File: src/rtl/text_fetch_pipeline_if.sv
// rtl/text_fetch_pipeline_if.sv - VRAM and font ROM read ports of the text fetch pipeline
interface text_fetch_pipeline_if;
  logic [10:0] vram_addr;
  logic [31:0] vram_rdata;
  logic [10:0] font_addr;
  logic [7:0]  font_data;

  modport master (
    output vram_addr,
    output font_addr,
    input  vram_rdata,
    input  font_data
  );

  modport slave (
    input  vram_addr,
    input  font_addr,
    output vram_rdata,
    output font_data
  );
endinterface

File: src/rtl/text_fetch_pipeline.sv
// rtl/text_fetch_pipeline.sv - pixel-rate text cell fetch: VRAM word, font row and palette colours
// All outputs lag the sampled pixel by exactly four pixel_clk cycles.
module text_fetch_pipeline #(
  parameter int COLS = 80,
  parameter int ROWS = 30
) (
  input  logic                 pixel_clk,
  input  logic                 reset,
  input  logic [9:0]           drawX,
  input  logic [9:0]           drawY,
  input  logic                 hs,
  input  logic                 vs,
  input  logic                 vde,
  input  logic [255:0]         palette,
  text_fetch_pipeline_if.master mem,
  output logic [9:0]           drawX_out,
  output logic [9:0]           drawY_out,
  output logic                 hs_out,
  output logic                 vs_out,
  output logic                 vde_out,
  output logic                 inv_bit,
  output logic [31:0]          cmd,
  output logic [7:0]           font_line
);

  localparam logic [9:0] X_LIMIT = 10'(COLS * 8);
  localparam logic [9:0] Y_LIMIT = 10'(ROWS * 16);

  typedef struct packed {
    logic [9:0] x;
    logic [9:0] y;
    logic       hs;
    logic       vs;
    logic       vde;
  } side_t;

  // Syncs idle high so a flushed pipeline never emits a spurious sync pulse.
  localparam side_t SIDE_RST = '{x: 10'd0, y: 10'd0, hs: 1'b1, vs: 1'b1, vde: 1'b0};

  side_t       side_a, side_1, side_b, side_c;
  logic        half_a, half_1;
  logic        inv_b, inv_c;
  logic [11:0] fg_b, bg_b, fg_c, bg_c;

  logic [6:0]  col;
  logic [4:0]  row;
  logic [11:0] idx;
  logic        in_range;
  logic [15:0] char_hw;

  function automatic logic [11:0] pal_color(input logic [255:0] pal, input logic [3:0] i);
    logic [7:0] base;
    base = {i[3:1], 5'd0} + (i[0] ? 8'd13 : 8'd1);
    return pal[base +: 12];
  endfunction

  assign col      = drawX[9:3];
  assign row      = drawY[8:4];
  assign idx      = {1'b0, row, 6'd0} + {3'd0, row, 4'd0} + {5'd0, col};
  assign in_range = (drawX < X_LIMIT) && (drawY < Y_LIMIT);
  assign char_hw  = half_1 ? mem.vram_rdata[31:16] : mem.vram_rdata[15:0];

  always_ff @(posedge pixel_clk) begin
    if (reset) begin
      mem.vram_addr <= '0;
      mem.font_addr <= '0;
      side_a        <= SIDE_RST;
      side_1        <= SIDE_RST;
      side_b        <= SIDE_RST;
      side_c        <= SIDE_RST;
      half_a        <= 1'b0;
      half_1        <= 1'b0;
      inv_b         <= 1'b0;
      inv_c         <= 1'b0;
      fg_b          <= '0;
      bg_b          <= '0;
      fg_c          <= '0;
      bg_c          <= '0;
      drawX_out     <= '0;
      drawY_out     <= '0;
      hs_out        <= 1'b1;
      vs_out        <= 1'b1;
      vde_out       <= 1'b0;
      inv_bit       <= 1'b0;
      cmd           <= '0;
      font_line     <= '0;
    end else begin
      // Stage A: row*80 is even, so idx[0] is the column parity (drawX[3]).
      mem.vram_addr <= in_range ? idx[11:1] : 11'd0;
      half_a        <= idx[0];
      side_a        <= '{x: drawX, y: drawY, hs: hs, vs: vs, vde: vde};

      // VRAM read cycle.
      half_1        <= half_a;
      side_1        <= side_a;

      // Stage B: decode the character and resolve colours.
      mem.font_addr <= {char_hw[14:8], side_1.y[3:0]};
      inv_b         <= char_hw[15];
      fg_b          <= pal_color(palette, char_hw[7:4]);
      bg_b          <= pal_color(palette, char_hw[3:0]);
      side_b        <= side_1;

      // Stage C: font ROM read cycle.
      inv_c         <= inv_b;
      fg_c          <= fg_b;
      bg_c          <= bg_b;
      side_c        <= side_b;

      // Output stage: blank everything outside active video.
      drawX_out     <= side_c.x;
      drawY_out     <= side_c.y;
      hs_out        <= side_c.hs;
      vs_out        <= side_c.vs;
      vde_out       <= side_c.vde;
      inv_bit       <= side_c.vde & inv_c;
      cmd           <= side_c.vde ? {7'd0, fg_c, bg_c, 1'b0} : 32'd0;
      font_line     <= side_c.vde ? mem.font_data : 8'd0;
    end
  end

endmodule

File: src/flat_wrapper.sv
// flat-port wrapper written by rule: the top's interface ports become plain ports
module text_fetch_pipeline_flat 
#(
  parameter int COLS = 80,
  parameter int ROWS = 30
)
  (pixel_clk, reset, drawX, drawY, hs, vs, vde, palette, drawX_out, drawY_out, hs_out, vs_out, vde_out, inv_bit, cmd, font_line, mem_vram_addr, mem_font_addr, mem_vram_rdata, mem_font_data);
  text_fetch_pipeline_if mem_i ();
  input  logic pixel_clk;
  input  logic reset;
  input  logic [9:0] drawX;
  input  logic [9:0] drawY;
  input  logic hs;
  input  logic vs;
  input  logic vde;
  input  logic [255:0] palette;
  output logic [9:0] drawX_out;
  output logic [9:0] drawY_out;
  output logic hs_out;
  output logic vs_out;
  output logic vde_out;
  output logic inv_bit;
  output logic [31:0] cmd;
  output logic [7:0] font_line;
  output wire logic [$bits(mem_i.vram_addr)-1:0] mem_vram_addr;
  output wire logic [$bits(mem_i.font_addr)-1:0] mem_font_addr;
  input wire logic [$bits(mem_i.vram_rdata)-1:0] mem_vram_rdata;
  input wire logic [$bits(mem_i.font_data)-1:0] mem_font_data;
  assign mem_vram_addr = mem_i.vram_addr;
  assign mem_font_addr = mem_i.font_addr;
  assign mem_i.vram_rdata = mem_vram_rdata;
  assign mem_i.font_data = mem_font_data;
  text_fetch_pipeline #(.COLS(COLS), .ROWS(ROWS)) u_core (.pixel_clk(pixel_clk), .reset(reset), .drawX(drawX), .drawY(drawY), .hs(hs), .vs(vs), .vde(vde), .palette(palette), .mem(mem_i), .drawX_out(drawX_out), .drawY_out(drawY_out), .hs_out(hs_out), .vs_out(vs_out), .vde_out(vde_out), .inv_bit(inv_bit), .cmd(cmd), .font_line(font_line));
endmodule
File: config.mk
export PLATFORM = sky130hd
export DESIGN_NAME = text_fetch_pipeline_flat
export DESIGN_NICKNAME = d
export VERILOG_FILES = /design/src/rtl/text_fetch_pipeline_if.sv /design/src/rtl/text_fetch_pipeline.sv /design/src/flat_wrapper.sv
export SDC_FILE = /design/constraint.sdc
export NUM_CORES = 1
export LEC_CHECK = 0
export BUFFER_PORTS_ARGS = -buffer_cell sky130_fd_sc_hd__buf_2
export CELL_PAD_IN_SITES_DETAIL_PLACEMENT = 0
export CELL_PAD_IN_SITES_GLOBAL_PLACEMENT = 1
export CORE_AREA = 2 2 183 185
export DETAILED_ROUTE_END_ITERATION = 12
export DIE_AREA = 0 0 185 187
export GPL_ROUTABILITY_DRIVEN = 0
export PLACE_DENSITY_LB_ADDON = 0.1
export SETUP_SLACK_MARGIN = 0.4
export SLEW_MARGIN = 30
export SYNTH_ARGS = -nofsm -noshare
export SYNTH_HDL_FRONTEND = slang
export SYNTH_SLANG_ARGS = --single-unit
File: constraint.sdc
create_clock -name pixel_clk -period 3.2 [get_ports pixel_clk]
set_input_delay 0.64 -clock pixel_clk [delete_from_list [all_inputs] [get_ports pixel_clk]]
set_output_delay 0.64 -clock pixel_clk [all_outputs]
set_load 0.02 [all_outputs]
# Word level (Yosys, flattened, before mapping)
# Index checks and enable logic that the tools add are counted.
[classes]
add_sub_neg = 4
order_cmp = 2
n_shift = 2
n_mux = 3
bitwise = 3
reduce_logical = 3
[ops]
columns = ["op", "count"]
rows = [
  ["$shiftx A256 B9 Y12", 2],
  ["$add A8 B8 Y8", 2],
  ["$mux W16", 1],
  ["$add A11 B9 Y12", 1],
  ["$add A12 B7 Y12", 1],
  ["$lt A10 B10 Y1 const B", 1],
  ["$lt A10 B9 Y1 const B", 1],
  ["$mux W4", 2],
  ["$reduce_or A2 Y1", 2],
  ["$not A1 Y1", 2],
  ["$and A1 B1 Y1", 1],
  ["$logic_and A1 B1 Y1", 1],
]
[word_totals]
reg_bits = 230
input_bits = 321
out_inout_bits = 86
wordCells = 56

# Depth between registers and ports, before layout
[depth]
word_depth = 4
ltp_mapped = 11
ltp_nobuf = 10

# Least setup slack after synthesis
# OpenSTA, ideal clock, no wires.
[synth_timing]
path_type = "input port to flip-flop"
from = "input drawX[9]"
to = "register u_core.mem.vram_addr[9]"
setup_ns = 0.117
arrival_time_ns = 2.306
slack_ns = 0.777
cell_stages = 10
cell_sequence = "inv_1 fa_1 inv_1 ha_1 a21o_1 a21oi_1 o21bai_1 a21oi_1 xor2_1 nor2_1"
[synth_between]
elab_chain_len = 4
elab_cells_between_ends = 5
[synth_rtl]
columns = ["element", "line", "text"]
rows = [
  ["start, declared", "flat_wrapper.sv:11", "input logic [9:0] drawX;"],
  ["$lt A10 B10 Y1", "text_fetch_pipeline.sv:60", "assign in_range = (drawX < X_LIMIT) && (drawY < Y_LIMIT);"],
  ["$logic_and A1 B1 Y1", "text_fetch_pipeline.sv:60", ""],
  ["$not A1 Y1 (no line)", "--", ""],
  ["$reduce_or A2 Y1 (no line)", "--", ""],
  ["end signal, assigned", "text_fetch_pipeline.sv:89", "mem.vram_addr <= in_range ? idx[11:1] : 11'd0;"],
  ["end, declared", "text_fetch_pipeline_if.sv:9", "output vram_addr,"],
]
# Parallel ways exist; a longest one is shown, timed or not.
# A chain may end at the register's enable or synchronous reset.

==> results.txt <==
----------------------------------------------------
[Status]
  Outcome ... finished, final reports clean

[Floorplan]
  Area of the core region ... 32900 µm²
  Ports placed on the boundary ... 407
  Starting utilization of the core area ... 35.4%
  Number of rows in the core area ... 67
  Overall die area ... 34600 µm²
  Die width ... 185 µm
  Height of the chip ... 187 µm

[Final layout]
  Fin util ... 44.7%
  Share of cells above drive strength 1 ... 27.7%
  P&R area growth vs syn ... 26.3%
  Nets ... 2119
  Post-route cell area ... ~15000 µm²
  Final std cells w/o fill ... about 2.3k
  Commonest non-fill, non-tap cell in the layout ... sky130_fd_sc_hd__buf_2
  Fill cells ... 3426
  Commonest cells after routing, fill and taps aside ... sky130_fd_sc_hd__buf_2, sky130_fd_sc_hd__dfxtp_1, sky130_fd_sc_hd__nor2_1

[Clocking]
  CTS Hold Buffers Added ... 0
  CTS Sinks ... 216
  Clock-pin slew on the worst setup and hold paths ... approximately 0.070 ns
  TritonCTS clock tree ... built
  Resize count post-CTS ... 0
  Latest clock arrival within the worst-skew pair ... roughly 0.52 ns
  Total clock buffers created by CTS ... 23
  Buffer count from post-CTS setup fixing ... 0
  Clock H-tree levels ... 1
  Buffer depth of the longest clock path ... 3
  Clock tree root driver cell ... sky130_fd_sc_hd__clkbuf_16

[Hold path]
  Min-Delay Path Class ... primary input to flop
  Hold path cells ... 2
  Hold Crit Start ... hs

[Yosys]
  Netlist cell types ... 85
  Warning count from the yosys run ... 0
  Post-synth EDFFs ... 0
  FF+latch count, synth ... 216
  Leading register cell type out of synthesis ... sky130_fd_sc_hd__dfxtp_1
  Average footprint of a synthesized cell ... ~8 µm²
  Post-synthesis cell area ... 11600 µm²
  Share of synthesized area occupied by flip-flops and latches ... between 30 and 40%
  Proportion of register bits with asynchronous set or reset after synthesis ... 0%
  Gate count after technology mapping ... 1469

[Detailed routing]
  Number of DRC violations after detailed-routing iteration 0 ... roughly 1.3k
  Remaining routing DRC violations ... 0
  Post-route antenna net violation count ... 0
  Average wire length per cell after detail routing ... between 20 and 25 µm
  Number of detailed-routing iterations run before antenna repair ... 7
  Via density ... 5.51
  Routed Wire Length ... 50000 µm
  Vias post-DR ... 12.4k

[Worst setup path]
  Startpoint types ... flop
  Slowest CP cell ... sky130_fd_sc_hd__mux2i_1
  Launch point of the worst path ... u_core.side_1[16]
  Depth of the worst register-to-register path ... 6
  Worst endpoint required time ... ~3.6 ns
  Sort of element at the end of the critical path ... flop
  Path type of the worst setup path ... flop to flop
  Largest stage delay, worst path ... 0.68 ns
  Maximum fanout along the worst path ... 20
  Reg-to-reg critical path startpoint ... u_core.side_1[16]
  Arrival time of data at the critical path endpoint ... around 3 ns
  Cell-by-cell trace of the critical path ... mux2i_1 > nor2_1 > buf_4 > o221ai_1 > a211oi_1 > or3_1

[Pwr]
  Worst ir drop on vdd ... 0.000286 V
  Total power ... between 7000 and 8000 µW
  Static leakage ... 0.00625 µW
  Total power divided by cell area ... 479 nW/µm²

[GRT]
  Wire length of the first global-routing pass ... roughly 70000 µm
  Number of global-route vias before repair ... about 11k
  Antenna violations before repair ... 8
  Leftover overflow at the end of global routing ... 0
  Pin count of the biggest net entering global routing ... about 140
  Tot GR Track Use ... 27.6%

[Timing]
  Worst slew margin relative to its limit ... 39.3%
  Fin Clk Skew ... 0.00934 ns
  Final number of setup-violating endpoints ... 0
  Period Utilization, post-route ... 82.3%
  Final-report hold violation count ... 0
  Setup Total Neg Slack ... 0 ns
  Least-Margin Pin Slew ... 0.911 ns
  Timing-limited maximum frequency ... 379 MHz
  Post-layout min period ... between 2 and 3 ns
  Setup repair after global routing missed its margin ... no
  Total count of max-transition violations in the final report ... 0

[Place]
  Number of input and output port buffers inserted ... 334
  HPWL Detailed ... 36700 µm
  Placed insts ... 2209
  Cell area after placement ... 13900 µm²

[Flow run]
  Max Cap Violations ... 0

----------------------------------------------------
-- worst paths after layout --
check / endpoint / slack, ns
max reg2reg: u_core.bg_b[1] / 0.56
max: u_core.bg_b[1] / 0.56
min: u_core.side_a[2] / 0.30
min reg2reg: u_core.side_c[1] / 0.41
-- worst max-delay path: cells and delay by family, from the launching register on --
| kind | cells | cell delay, ns |
|---|---|---|
| AOI/OAI and AO/OA | 2 | 0.22 |
| buffers and inverters | 1 | 0.27 |
| DFF | 1 | 0.60 |
| and+or+nand+nor | 2 | 0.72 |
| muxes | 1 | 0.68 |
-- synth_stat cells, drive strengths merged, types with 3 or more instances --
library cell,n,share of area (%)
and2,42,2.3
or2,15,0.81
o2bb2ai,6,0.45
mux2,6,0.71
nand2,84,2.8
o311ai,21,1.6
buf,79,4.3
ha,9,0.97
clkbuf,50,1.6
o22a,5,0.38
o31ai,10,0.73
a2111oi,3,0.23
a211oi,26,1.7
o21a,7,0.45
o211ai,46,3.0
nor3,29,1.2
o21ai,168,7.2
nand2b,24,1.4
a221o,4,0.34
o221ai,17,1.3
nand3,6,0.26
a21oi,153,6.6
or3,5,0.27
a21o,13,0.84
nor3b,3,0.19
o32ai,3,0.23
a2bb2oi,5,0.58
dfxtp,216,37
a221oi,4,0.30
a32oi,5,0.38
a21boi,3,0.19
nor2b,136,7.3
o22ai,32,1.9
inv,29,0.94
mux2i,13,1.4
nor2,158,5.2
-- report_power, final --
part	total [µW]	switching (µW)	internal, µW
logic	1480	927	552
registers	2850	41.4	2810
clock network	2700	1120	1580
total	7030	2090	4940
-- metal layers --
metal	GRT usage, %	vias to the layer above	part of all wire [%]
li1	-	5836	-
met1	38.4	5731	43
met2	41.7	740	43
met3	5.06	129	9.9
met4	12.0	2	4.1
met5	0	-	0.018
-- through the flow --
stage,setup slack (ns),hold slack (ns)
floorplan,0.777,0.389
detailed placement,0.461,0.394
global route,0.526,0.291
CTS,0.561,0.279
finish,0.565,0.299
global placement,0.475,0.391
-- final cells by class --
cell class | count | area [µm²] | area share, %
multi-input combinational | 1102 | 6540 | 44.5
timing repair buffer | 415 | 2350 | 16.0
tap | 448 | 561 | 3.82
clock buffer | 32 | 679 | 4.63
inverter | 29 | 109 | 0.741
clock inverter | 9 | 100 | 0.682
sequential | 216 | 4330 | 29.5
antenna | 8 | 20.0 | 0.136
-- logic make-up after synthesis --
group,count (synthesis),synth area share (%)
compound gates,552,30.1
simple gates,509,22.2
mux,19,2.15
fa+ha+maj,11,1.31
other cells,1,0.0323
xor+xnor,3,0.226
flops,216,37.2
buf+inv,158,6.87
-- registers in the layout (all words and copies together), names as in the netlist --
register,cells
u_core.inv_bit,1
u_core.fg_c,12
u_core.fg_b,12
u_core.side_c,23
u_core.drawY_out,10
u_core.inv_b,1
u_core.vde_out,1
u_core.inv_c,1
u_core.font_line,8
u_core.side_b,23
u_core.side_a,23
u_core.hs_out,1
u_core.drawX_out,10
u_core.cmd,24
u_core.mem.font_addr,7
u_core.vs_out,1
u_core.mem.vram_addr,11
u_core.bg_b,12
u_core.side_1,23
u_core.bg_c,12
(Power assumes the default switching activity.)
